**config.mk**
```make
export PLATFORM = sky130hd
export DESIGN_NAME = ahb_lite_master_flat
export DESIGN_NICKNAME = d
export VERILOG_FILES = /design/src/rtl/ahb_pkg.sv /design/src/rtl/ahb_lite_master_if.sv /design/src/rtl/ahb_lite_master.sv /design/src/flat_wrapper.sv
export SDC_FILE = /design/constraint.sdc
export NUM_CORES = 1
export LEC_CHECK = 0
export BUFFER_PORTS_ARGS = -buffer_cell sky130_fd_sc_hd__clkbuf_2
export CAP_MARGIN = 25
export CORE_MARGIN = 4
export CORE_UTILIZATION = 40
export CTS_CLUSTER_SIZE = 12
export DETAILED_ROUTE_END_ITERATION = 8
export PLACE_DENSITY = 0.71
export SLEW_MARGIN = 30
export SYNTH_ARGS = -nofsm -noshare
export SYNTH_HDL_FRONTEND = slang
export SYNTH_SLANG_ARGS = --single-unit
export TNS_END_PERCENT = 100
```
**constraint.sdc**
```tcl
create_clock -name HCLK -period 1 [get_ports HCLK]
set_input_delay 0.05 -clock HCLK [delete_from_list [all_inputs] [get_ports HCLK]]
set_output_delay 0.05 -clock HCLK [all_outputs]
set_load 0.01 [all_outputs]
```
**src/rtl/ahb_pkg.sv**
```systemverilog
// rtl/ahb_pkg.sv - shared AHB-Lite encodings, pipeline stage types and alignment helper
package ahb_pkg;

    localparam logic [1:0] HTRANS_IDLE   = 2'b00;
    localparam logic [1:0] HTRANS_NONSEQ = 2'b10;

    localparam logic [2:0] HSIZE_BYTE = 3'b000;
    localparam logic [2:0] HSIZE_HALF = 3'b001;
    localparam logic [2:0] HSIZE_WORD = 3'b010;

    localparam logic [2:0] HBURST_SINGLE = 3'b000;
    localparam logic [3:0] HPROT_DEFAULT = 4'b0011;

    typedef struct packed {
        logic        valid;
        logic        err;
        logic        write;
        logic [1:0]  size;
        logic [31:0] addr;
        logic [31:0] wdata;
    } stage_t;

    // Data stage needs no address or size once the address phase has gone out.
    typedef struct packed {
        logic        valid;
        logic        err;
        logic        write;
        logic [31:0] wdata;
    } dstage_t;

    function automatic logic is_misaligned(input logic [1:0] size, input logic [1:0] addr_lsb);
        logic bad;
        case (size)
            2'd0:    bad = 1'b0;
            2'd1:    bad = addr_lsb[0];
            2'd2:    bad = (addr_lsb != 2'b00);
            default: bad = 1'b1;
        endcase
        return bad;
    endfunction

endpackage

```
**src/rtl/ahb_lite_master_if.sv**
```systemverilog
// rtl/ahb_lite_master_if.sv - command/response stream and AHB-Lite bus signals of the initiator
interface ahb_lite_master_if;

    logic        cmd_valid;
    logic        cmd_ready;
    logic        cmd_write;
    logic [31:0] cmd_addr;
    logic [1:0]  cmd_size;
    logic [31:0] cmd_wdata;

    logic        rsp_valid;
    logic [31:0] rsp_rdata;
    logic        rsp_err;

    logic [31:0] HADDR;
    logic [1:0]  HTRANS;
    logic        HWRITE;
    logic [2:0]  HSIZE;
    logic [2:0]  HBURST;
    logic [3:0]  HPROT;
    logic        HMASTLOCK;
    logic [31:0] HWDATA;
    logic        HREADY;
    logic [31:0] HRDATA;

    modport master (
        input  cmd_valid, cmd_write, cmd_addr, cmd_size, cmd_wdata,
        output cmd_ready,
        output rsp_valid, rsp_rdata, rsp_err,
        output HADDR, HTRANS, HWRITE, HSIZE, HBURST, HPROT, HMASTLOCK, HWDATA,
        input  HREADY, HRDATA
    );

    modport slave (
        output cmd_valid, cmd_write, cmd_addr, cmd_size, cmd_wdata,
        input  cmd_ready,
        input  rsp_valid, rsp_rdata, rsp_err,
        input  HADDR, HTRANS, HWRITE, HSIZE, HBURST, HPROT, HMASTLOCK, HWDATA,
        output HREADY, HRDATA
    );

endinterface

```
**src/rtl/ahb_lite_master.sv**
```systemverilog
// rtl/ahb_lite_master.sv - two-stage pipelined AHB-Lite initiator issuing SINGLE transfers in order
module ahb_lite_master
    import ahb_pkg::*;
(
    input  logic              HCLK,
    input  logic              HRESETn,
    ahb_lite_master_if.master bus
);

    stage_t      a_q;
    dstage_t     d_q;
    stage_t      a_next;

    logic [31:0] haddr_q;
    logic [1:0]  htrans_q;
    logic        hwrite_q;
    logic [2:0]  hsize_q;
    logic [31:0] hwdata_q;

    logic        rsp_valid_q;
    logic        rsp_err_q;
    logic [31:0] rsp_rdata_q;

    // Acceptance is purely HREADY so the caller can never form a loop through cmd_valid.
    assign bus.cmd_ready = bus.HREADY;

    always_comb begin
        a_next = '0;
        if (bus.cmd_valid) begin
            a_next.valid = 1'b1;
            a_next.err   = is_misaligned(bus.cmd_size, bus.cmd_addr[1:0]);
            a_next.write = bus.cmd_write;
            a_next.size  = bus.cmd_size;
            a_next.addr  = bus.cmd_addr;
            a_next.wdata = bus.cmd_wdata;
        end
    end

    always_ff @(posedge HCLK or negedge HRESETn) begin
        if (!HRESETn) begin
            a_q         <= '0;
            d_q         <= '0;
            haddr_q     <= '0;
            htrans_q    <= HTRANS_IDLE;
            hwrite_q    <= 1'b0;
            hsize_q     <= HSIZE_WORD;
            hwdata_q    <= '0;
            rsp_valid_q <= 1'b0;
            rsp_err_q   <= 1'b0;
            rsp_rdata_q <= '0;
        end else begin
            rsp_valid_q <= 1'b0;
            rsp_err_q   <= 1'b0;
            rsp_rdata_q <= '0;
            if (bus.HREADY) begin
                if (d_q.valid) begin
                    rsp_valid_q <= 1'b1;
                    rsp_err_q   <= d_q.err;
                    rsp_rdata_q <= (!d_q.err && !d_q.write) ? bus.HRDATA : 32'h0;
                end
                d_q.valid <= a_q.valid;
                d_q.err   <= a_q.err;
                d_q.write <= a_q.write;
                d_q.wdata <= a_q.wdata;
                if (a_q.valid && a_q.write) begin
                    hwdata_q <= a_q.wdata;
                end
                a_q <= a_next;
                // Rejected commands keep their pipeline slot but never reach the bus.
                if (a_next.valid && !a_next.err) begin
                    htrans_q <= HTRANS_NONSEQ;
                    haddr_q  <= a_next.addr;
                    hwrite_q <= a_next.write;
                    hsize_q  <= {1'b0, a_next.size};
                end else begin
                    htrans_q <= HTRANS_IDLE;
                end
            end
        end
    end

    assign bus.HADDR     = haddr_q;
    assign bus.HTRANS    = htrans_q;
    assign bus.HWRITE    = hwrite_q;
    assign bus.HSIZE     = hsize_q;
    assign bus.HBURST    = HBURST_SINGLE;
    assign bus.HPROT     = HPROT_DEFAULT;
    assign bus.HMASTLOCK = 1'b0;
    assign bus.HWDATA    = hwdata_q;

    assign bus.rsp_valid = rsp_valid_q;
    assign bus.rsp_err   = rsp_err_q;
    assign bus.rsp_rdata = rsp_rdata_q;

endmodule
```
**src/flat_wrapper.sv**
```systemverilog
// flat-port wrapper written by rule: the top's interface ports become plain ports
module ahb_lite_master_flat import ahb_pkg::*;
  (HCLK, HRESETn, bus_cmd_valid, bus_cmd_write, bus_cmd_addr, bus_cmd_size, bus_cmd_wdata, bus_cmd_ready, bus_rsp_valid, bus_rsp_rdata, bus_rsp_err, bus_HADDR, bus_HTRANS, bus_HWRITE, bus_HSIZE, bus_HBURST, bus_HPROT, bus_HMASTLOCK, bus_HWDATA, bus_HREADY, bus_HRDATA);
  ahb_lite_master_if bus_i ();
  input  logic HCLK;
  input  logic HRESETn;
  input wire logic [$bits(bus_i.cmd_valid)-1:0] bus_cmd_valid;
  input wire logic [$bits(bus_i.cmd_write)-1:0] bus_cmd_write;
  input wire logic [$bits(bus_i.cmd_addr)-1:0] bus_cmd_addr;
  input wire logic [$bits(bus_i.cmd_size)-1:0] bus_cmd_size;
  input wire logic [$bits(bus_i.cmd_wdata)-1:0] bus_cmd_wdata;
  output wire logic [$bits(bus_i.cmd_ready)-1:0] bus_cmd_ready;
  output wire logic [$bits(bus_i.rsp_valid)-1:0] bus_rsp_valid;
  output wire logic [$bits(bus_i.rsp_rdata)-1:0] bus_rsp_rdata;
  output wire logic [$bits(bus_i.rsp_err)-1:0] bus_rsp_err;
  output wire logic [$bits(bus_i.HADDR)-1:0] bus_HADDR;
  output wire logic [$bits(bus_i.HTRANS)-1:0] bus_HTRANS;
  output wire logic [$bits(bus_i.HWRITE)-1:0] bus_HWRITE;
  output wire logic [$bits(bus_i.HSIZE)-1:0] bus_HSIZE;
  output wire logic [$bits(bus_i.HBURST)-1:0] bus_HBURST;
  output wire logic [$bits(bus_i.HPROT)-1:0] bus_HPROT;
  output wire logic [$bits(bus_i.HMASTLOCK)-1:0] bus_HMASTLOCK;
  output wire logic [$bits(bus_i.HWDATA)-1:0] bus_HWDATA;
  input wire logic [$bits(bus_i.HREADY)-1:0] bus_HREADY;
  input wire logic [$bits(bus_i.HRDATA)-1:0] bus_HRDATA;
  assign bus_i.cmd_valid = bus_cmd_valid;
  assign bus_i.cmd_write = bus_cmd_write;
  assign bus_i.cmd_addr = bus_cmd_addr;
  assign bus_i.cmd_size = bus_cmd_size;
  assign bus_i.cmd_wdata = bus_cmd_wdata;
  assign bus_cmd_ready = bus_i.cmd_ready;
  assign bus_rsp_valid = bus_i.rsp_valid;
  assign bus_rsp_rdata = bus_i.rsp_rdata;
  assign bus_rsp_err = bus_i.rsp_err;
  assign bus_HADDR = bus_i.HADDR;
  assign bus_HTRANS = bus_i.HTRANS;
  assign bus_HWRITE = bus_i.HWRITE;
  assign bus_HSIZE = bus_i.HSIZE;
  assign bus_HBURST = bus_i.HBURST;
  assign bus_HPROT = bus_i.HPROT;
  assign bus_HMASTLOCK = bus_i.HMASTLOCK;
  assign bus_HWDATA = bus_i.HWDATA;
  assign bus_i.HREADY = bus_HREADY;
  assign bus_i.HRDATA = bus_HRDATA;
  ahb_lite_master u_core (.HCLK(HCLK), .HRESETn(HRESETn), .bus(bus_i));
endmodule
```
==> results.sh, run 1 <==
export IMPL_grt_pass1_wl_um=23700
export IMPL_end_kind="register"
export IMPL_timing_final_crit_share=1.12
export IMPL_critPathMaxFanout=32
export IMPL_syn_instance_count=425
export IMPL_cp_cell_sequence="and2_4 > nor3b_4 > buf_12 > and2_1"
export IMPL_synth_top_area_frac=0.665
export IMPL_clk_path_buf_depth=2
export IMPL_drt_iter0_markers=208
export IMPL_ys_async_sr_fraction=1.00
export IMPL_finalHoldViolCount=0
export IMPL_io_buffers=205
export IMPL_cap_viol_max_count=0
export IMPL_die_h_um=122
export IMPL_violations="setup timing"
export IMPL_fmax_mhz=895
export IMPL_drc_errors=0
export IMPL_yosysTopAreaCell="dfrtp_1"
export IMPL_nets=863
export IMPL_cts_tree="done"
export IMPL_cts_root_buffer="clkbuf_16"
export IMPL_die_x_um=122
export IMPL_core_um2=12700
export IMPL_yosysSeqAreaShare=0.670
export IMPL_drive_gt1_frac=0.439
export IMPL_row_count=41
export IMPL_syn_area_um2=5230
export IMPL_skew_ns=0.00724
export IMPL_leakage_nw=4.42
export IMPL_clock_sinks=140
export IMPL_finalSetupTns_ns=-5.70
export IMPL_synthMostInstantiatedCell="dfrtp_1"
export IMPL_slowest_delay_ns=0.34
export IMPL_vias=4378
export IMPL_synth_seq_cells=140
export IMPL_p_per_area_nw_per_um2=1850
export IMPL_wire_per_inst_um=16.6
export IMPL_start_util=0.411
export IMPL_cts_made_buffers=17
export IMPL_syn_avg_cell_area_um2=12.3
export IMPL_finalPower_mw=15.8
export IMPL_status="complete, but fails checks"
export IMPL_rsz0062_at_grt="yes"
export IMPL_setup_slack_ns=-0.117
export IMPL_place_ws_ns=-0.261
export IMPL_irDropWorstVdd_mv=1.07
export IMPL_antenna_cells=0
export IMPL_slew_violations=0
export IMPL_final_fill_count=921
export IMPL_worstPathRequired_ns=1.34
export IMPL_post_route_util=0.671
export IMPL_die_area_um2=15000
export IMPL_setup_violations_final=69
export IMPL_critical_path_class="reg2reg"
export IMPL_detail_route_antenna_nets=0
export IMPL_htree_levels=4
export IMPL_grtUsageTotal=0.208
export IMPL_synthDistinctLibCells=23
export IMPL_routabilityCongestion=0.725
export IMPL_syn_to_final_growth_pct=63.1
export IMPL_synthTopCellsByArea="dfrtp_1 66%, o21ai_0 6.5%, mux2_2 6.5%"
export IMPL_antenna_found_initial=0
export IMPL_synthTopCellsByCount="139 x dfrtp_1, 68 x o21ai_0, 35 x inv_1"
export IMPL_worstPathArrival_ns=1.46
export IMPL_grt_ovfl_total=0
export IMPL_vias_per_cell=4.66
export IMPL_grt_max_degree=45
export IMPL_routed_wl_um=15600
export IMPL_grt_pass1_vias=4713
export IMPL_synth_edf_count=0
export IMPL_ios=216
export IMPL_cp_start_kind="register"
export IMPL_dr_pass1_iters=4
export IMPL_clkTransAtPathRegs_ns=0.05
export IMPL_hold_class="in2reg"
export IMPL_hpwl_um=8960
export IMPL_period_needed_ns=1.12
export IMPL_clock_latency_ns=0.41
export IMPL_synthFlopType="dfrtp_1"
export IMPL_cp_slowest_cell="dfrtp_1"
export IMPL_yosysWarnings=0
-- power by group --
group / switching (mW) / leakage (nW) / internal [mW]
clock network: 2.13 / 0.254 / 3.35
registers: 0.478 / 1.81 / 6.49
logic: 1.57 / 2.36 / 1.80
total: 4.18 / 4.42 / 11.6
-- routing by layer --
metal  wire length [um]  global-route usage  vias up
li1                   -                   -     2046
met1               5920               0.237     2112
met2               8130               0.368      188
met3               1220              0.0654       32
met4                352              0.0735        0
met5                  0                   0        -
-- repair_timing --
action,CTS,global route
endpoints found under the hold margin,238,0
gates cloned,6,1
pin swaps,11,2
resized for setup,58,12
buffers inserted,13,0
endpoints found under the setup margin,87,128
hold buffers,98,0
-- registers in the layout, summed over array words and instances, names as in the netlist --
name and count:
u_core.bus.HADDR 32, u_core.bus.HSIZE 2, u_core.bus.rsp_rdata 32, u_core.bus.HWRITE 1, u_core.bus.rsp_err 1, u_core.bus.HWDATA 32, u_core.bus.rsp_valid 1, u_core.bus.HTRANS 1
u_core.a_q 35, u_core.d_q 3
-- layout by cell type (no fill, tap or decap), drive strengths merged, types with 2 or more instances in the layout --
| master | n |
|---|---|
| clkbuf | 227 |
| nand3 | 34 |
| clkinv | 3 |
| mux2 | 40 |
| conb | 10 |
| and2 | 33 |
| o21ai | 68 |
| dlygate4sd3 | 98 |
| buf | 42 |
| nand2 | 32 |
| a21oi | 2 |
| inv | 35 |
| dfrtp | 139 |
-- path summary, 6_finish.rpt --
| kind | slack [ns] | endpoint | from | depth (start not counted) |
|---|---|---|---|---|
| worst min-delay path | 0.04 | u_core.bus.rsp_valid | bus_HREADY | 2 |
| worst max register to register | -0.12 | u_core.bus.rsp_rdata[4] | u_core.d_q[34] | 4 |
| min in group asynchronous | 0.11 | u_core.bus.HADDR[9] | HRESETn | 2 |
| max in group asynchronous | 0.38 | u_core.bus.rsp_rdata[10] | HRESETn | 3 |
| worst min register to register | 0.48 | u_core.bus.HWDATA[3] | u_core.bus.HWDATA[3] | 2 |
| worst max-delay path | -0.12 | u_core.bus.rsp_rdata[4] | u_core.d_q[34] | 4 |
-- layout make-up --
class	instances	area, um2	area share
flip-flops and latches	140	3500	0.411
repair buffers	343	2580	0.302
multi-input cells	223	1600	0.187
clock buffers	24	492	0.0576
well taps	172	215	0.0252
inverters	35	131	0.0154
clock inverters	3	15.0	0.00176
-- per-stage QoR --
stage,instances,hold WS (ns),area (um2)
global route,940,0.0426,8530
detailed placement,795,-0.0613,6640
CTS,939,0.0124,8470
global placement,795,-0.0558,6640
floorplan,433,-0.246,5360
finish,940,0.0353,8530
-- worst max-delay path, delay by kind of cell, from the launching register on --
family                 cells  cell delay (ns)
and+or+nand+nor            3             0.51
DFF                        1             0.34
buffers and inverters      1             0.19
-- logic make-up (layout without fill, tap and decap cells) --
group / count (synthesis) / in the layout / synth area share
DFF: 140 / 140 / 0.670
AOI/OAI and AO/OA: 71 / 71 / 0.0717
and+or+nand+nor: 102 / 102 / 0.101
buffers and inverters: 70 / 405 / 0.0631
muxes: 40 / 40 / 0.0925
other: 2 / 10 / 0.00144
No activity file was read; power rests on OpenSTA's default activity.
==> run 2, diff against run 1 <==
--- a/config.mk
+++ b/config.mk
@@ -11,6 +11,7 @@
 export CORE_UTILIZATION = 40
 export CTS_CLUSTER_SIZE = 12
 export DETAILED_ROUTE_END_ITERATION = 8
+export GPL_TIMING_DRIVEN = 0
 export PLACE_DENSITY = 0.71
 export SLEW_MARGIN = 30
 export SYNTH_ARGS = -nofsm -noshare
==> results.sh, run 2 (same netlist as run 1, synthesis figures left out) <==
export IMPL_top_usage_layer="met2"
export IMPL_drive_gt1_frac=0.460
export IMPL_cp_start_kind="register"
export IMPL_start_util=0.411
export IMPL_die_h_um=122
export IMPL_cts_hold_buf=99
export IMPL_dp_cells=810
export IMPL_io_buffers=204
export IMPL_p_per_area_nw_per_um2=1970
export IMPL_die_x_um=122
export IMPL_clkTransAtPathRegs_ns=0.06
export IMPL_hold_class="in2async"
export IMPL_violations="hold timing, setup timing"
export IMPL_critPathMaxFanout=10
export IMPL_final_common_cell="clkbuf_2"
export IMPL_final_cell_mix="200 x clkbuf_2, 137 x dfrtp_1, 99 x dlygate4sd3_1"
export IMPL_row_count=41
export IMPL_finalSetupTns_ns=-7.18
export IMPL_setup_violations_final=63
export IMPL_final_fill_count=931
export IMPL_worst_pin_slew_ns=0.569
export IMPL_gr_usage_met2=0.371
export IMPL_vias_per_cell=4.66
export IMPL_final_area_um2=8640
export IMPL_htree_levels=4
export IMPL_ios=216
export IMPL_regMostFlops="u_core.a_q"
export IMPL_cts_made_buffers=17
export IMPL_grt_max_degree=72
export IMPL_worstPathRequired_ns=1.30
export IMPL_core_um2=12700
export IMPL_detail_route_antenna_nets=0
export IMPL_cts_tree="done"
export IMPL_cap_viol_max_count=0
export IMPL_syn_to_final_growth_pct=65.1
export IMPL_drt_iter0_markers=193
export IMPL_die_area_um2=15000
export IMPL_dr_pass1_iters=4
export IMPL_drc_errors=0
export IMPL_finalHoldViolCount=71
export IMPL_slew_violations=0
export IMPL_status="complete, but fails checks"
export IMPL_clock_sinks=140
export IMPL_rsz0062_at_grt="yes"
export IMPL_skew_ns=0.00642
export IMPL_grtUsageMet1=0.239
export IMPL_finalNonFillerCells=954
export IMPL_worstPathArrival_ns=1.51
export IMPL_irDropWorstVdd_mv=1.40
export IMPL_routabilityCongestion=0.781
export IMPL_grt_pass1_wl_um=24100
export IMPL_end_kind="register"
export IMPL_antenna_found_initial=0
export IMPL_timing_final_crit_share=1.21
export IMPL_vias=4445
export IMPL_clk_path_buf_depth=2
export IMPL_grt_pass1_vias=4835
export IMPL_period_needed_ns=1.21
export IMPL_leakage_nw=4.43
export IMPL_largest_reg_flops=35
export IMPL_nets=871
export IMPL_place_area_um2=6630
export IMPL_fin_hold_ws_ns=-0.357
export IMPL_wire_per_inst_um=16.3
export IMPL_grtUsageTotal=0.211
export IMPL_routed_wl_um=15500
export IMPL_setup_slack_ns=-0.212
export IMPL_cts_root_buffer="clkbuf_16"
export IMPL_hpwl_um=9370
export IMPL_clock_latency_ns=0.41
export IMPL_critical_path_class="reg2reg"
export IMPL_fmax_mhz=825
export IMPL_slew_headroom=0.620
export IMPL_grt_ovfl_total=0
export IMPL_grt_use_met3=0.0650
-- run 2: cell types whose count changed in the layout (fill, tap and decap cells not counted), sizes merged --
cell | before | now
diode | 0 | 1
nand3 | 34 | 36
buf | 42 | 33
clkinv | 3 | 5
bufinv | 0 | 5
clkinvlp | 0 | 2
dlygate4sd3 | 98 | 99
clkbuf | 227 | 237
-- run 2: power by group --
group | total [mW] | switching [mW] | internal (mW)
logic | 3.27 | 1.54 | 1.72
clock network | 6.77 | 2.30 | 4.48
registers | 7.00 | 0.506 | 6.49
total | 17.0 | 4.35 | 12.7
-- run 2: worst paths after layout --
path	startpoint	end	slack [ns]	cells past startpoint
hold reg to reg	u_core.bus.HWDATA[30]	u_core.bus.HWDATA[30]	0.48	2
min in group HCLK	bus_HREADY	u_core.bus.rsp_valid	0	2
setup reg to reg	u_core.d_q[34]	u_core.bus.rsp_rdata[24]	-0.21	5
setup / recovery	u_core.d_q[34]	u_core.bus.rsp_rdata[24]	-0.21	5
hold / removal	HRESETn	u_core.bus.HADDR[14]	-0.36	1
max in group asynchronous	HRESETn	u_core.bus.HSIZE[1]	0.62	2
-- run 2: final cells by class --
class / count / area, um2 / share of cell area
clock inverter: 12 / 194 / 0.0225
clock buffer: 20 / 447 / 0.0517
inverter: 35 / 131 / 0.0152
tap: 172 / 215 / 0.0249
timing repair buffer: 314 / 2160 / 0.250
antenna: 1 / 2.50 / 0.000290
sequential: 140 / 3510 / 0.406
buffer: 35 / 305 / 0.0353
multi-input combinational: 225 / 1670 / 0.194
-- run 2: per-layer routing --
layer,up-vias,routed length (um)
li1,2068,-
met1,2163,6030
met2,180,8020
met3,34,1130
met4,0,334
met5,-,0
-- run 2: metrics by stage --
step	setup WS [ns]	utilization	power, mW	hold WS (ns)
5_1_grt	-0.255	0.679	17.8	-0.343
3_5_place_dp	-0.510	0.521	9.64	0.0954
4_1_cts	-0.206	0.674	17.0	-0.341
3_3_place_gp	-2.18	0.518	9.52	0.258
6_report	-0.212	0.679	17.0	-0.357
2_1_floorplan	-0.0472	-	8.28	-0.246
-- run 2: critical path: stages, from the launching register on --
cell and delay (ns):
dfrtp_1 0.37, and2_4 0.16, nor3b_4 0.14, buf_6 0.13, clkbuf_8 0.15, and2_1 0.14
-- run 2: timing repair --
item | CTS | global route
resized for setup | 90 | 22
pin swaps | 28 | 0
gates cloned | 7 | 0
setup buffers | 6 | 0
endpoints found under the hold margin | 171 | 71
endpoints found under the setup margin | 78 | 140
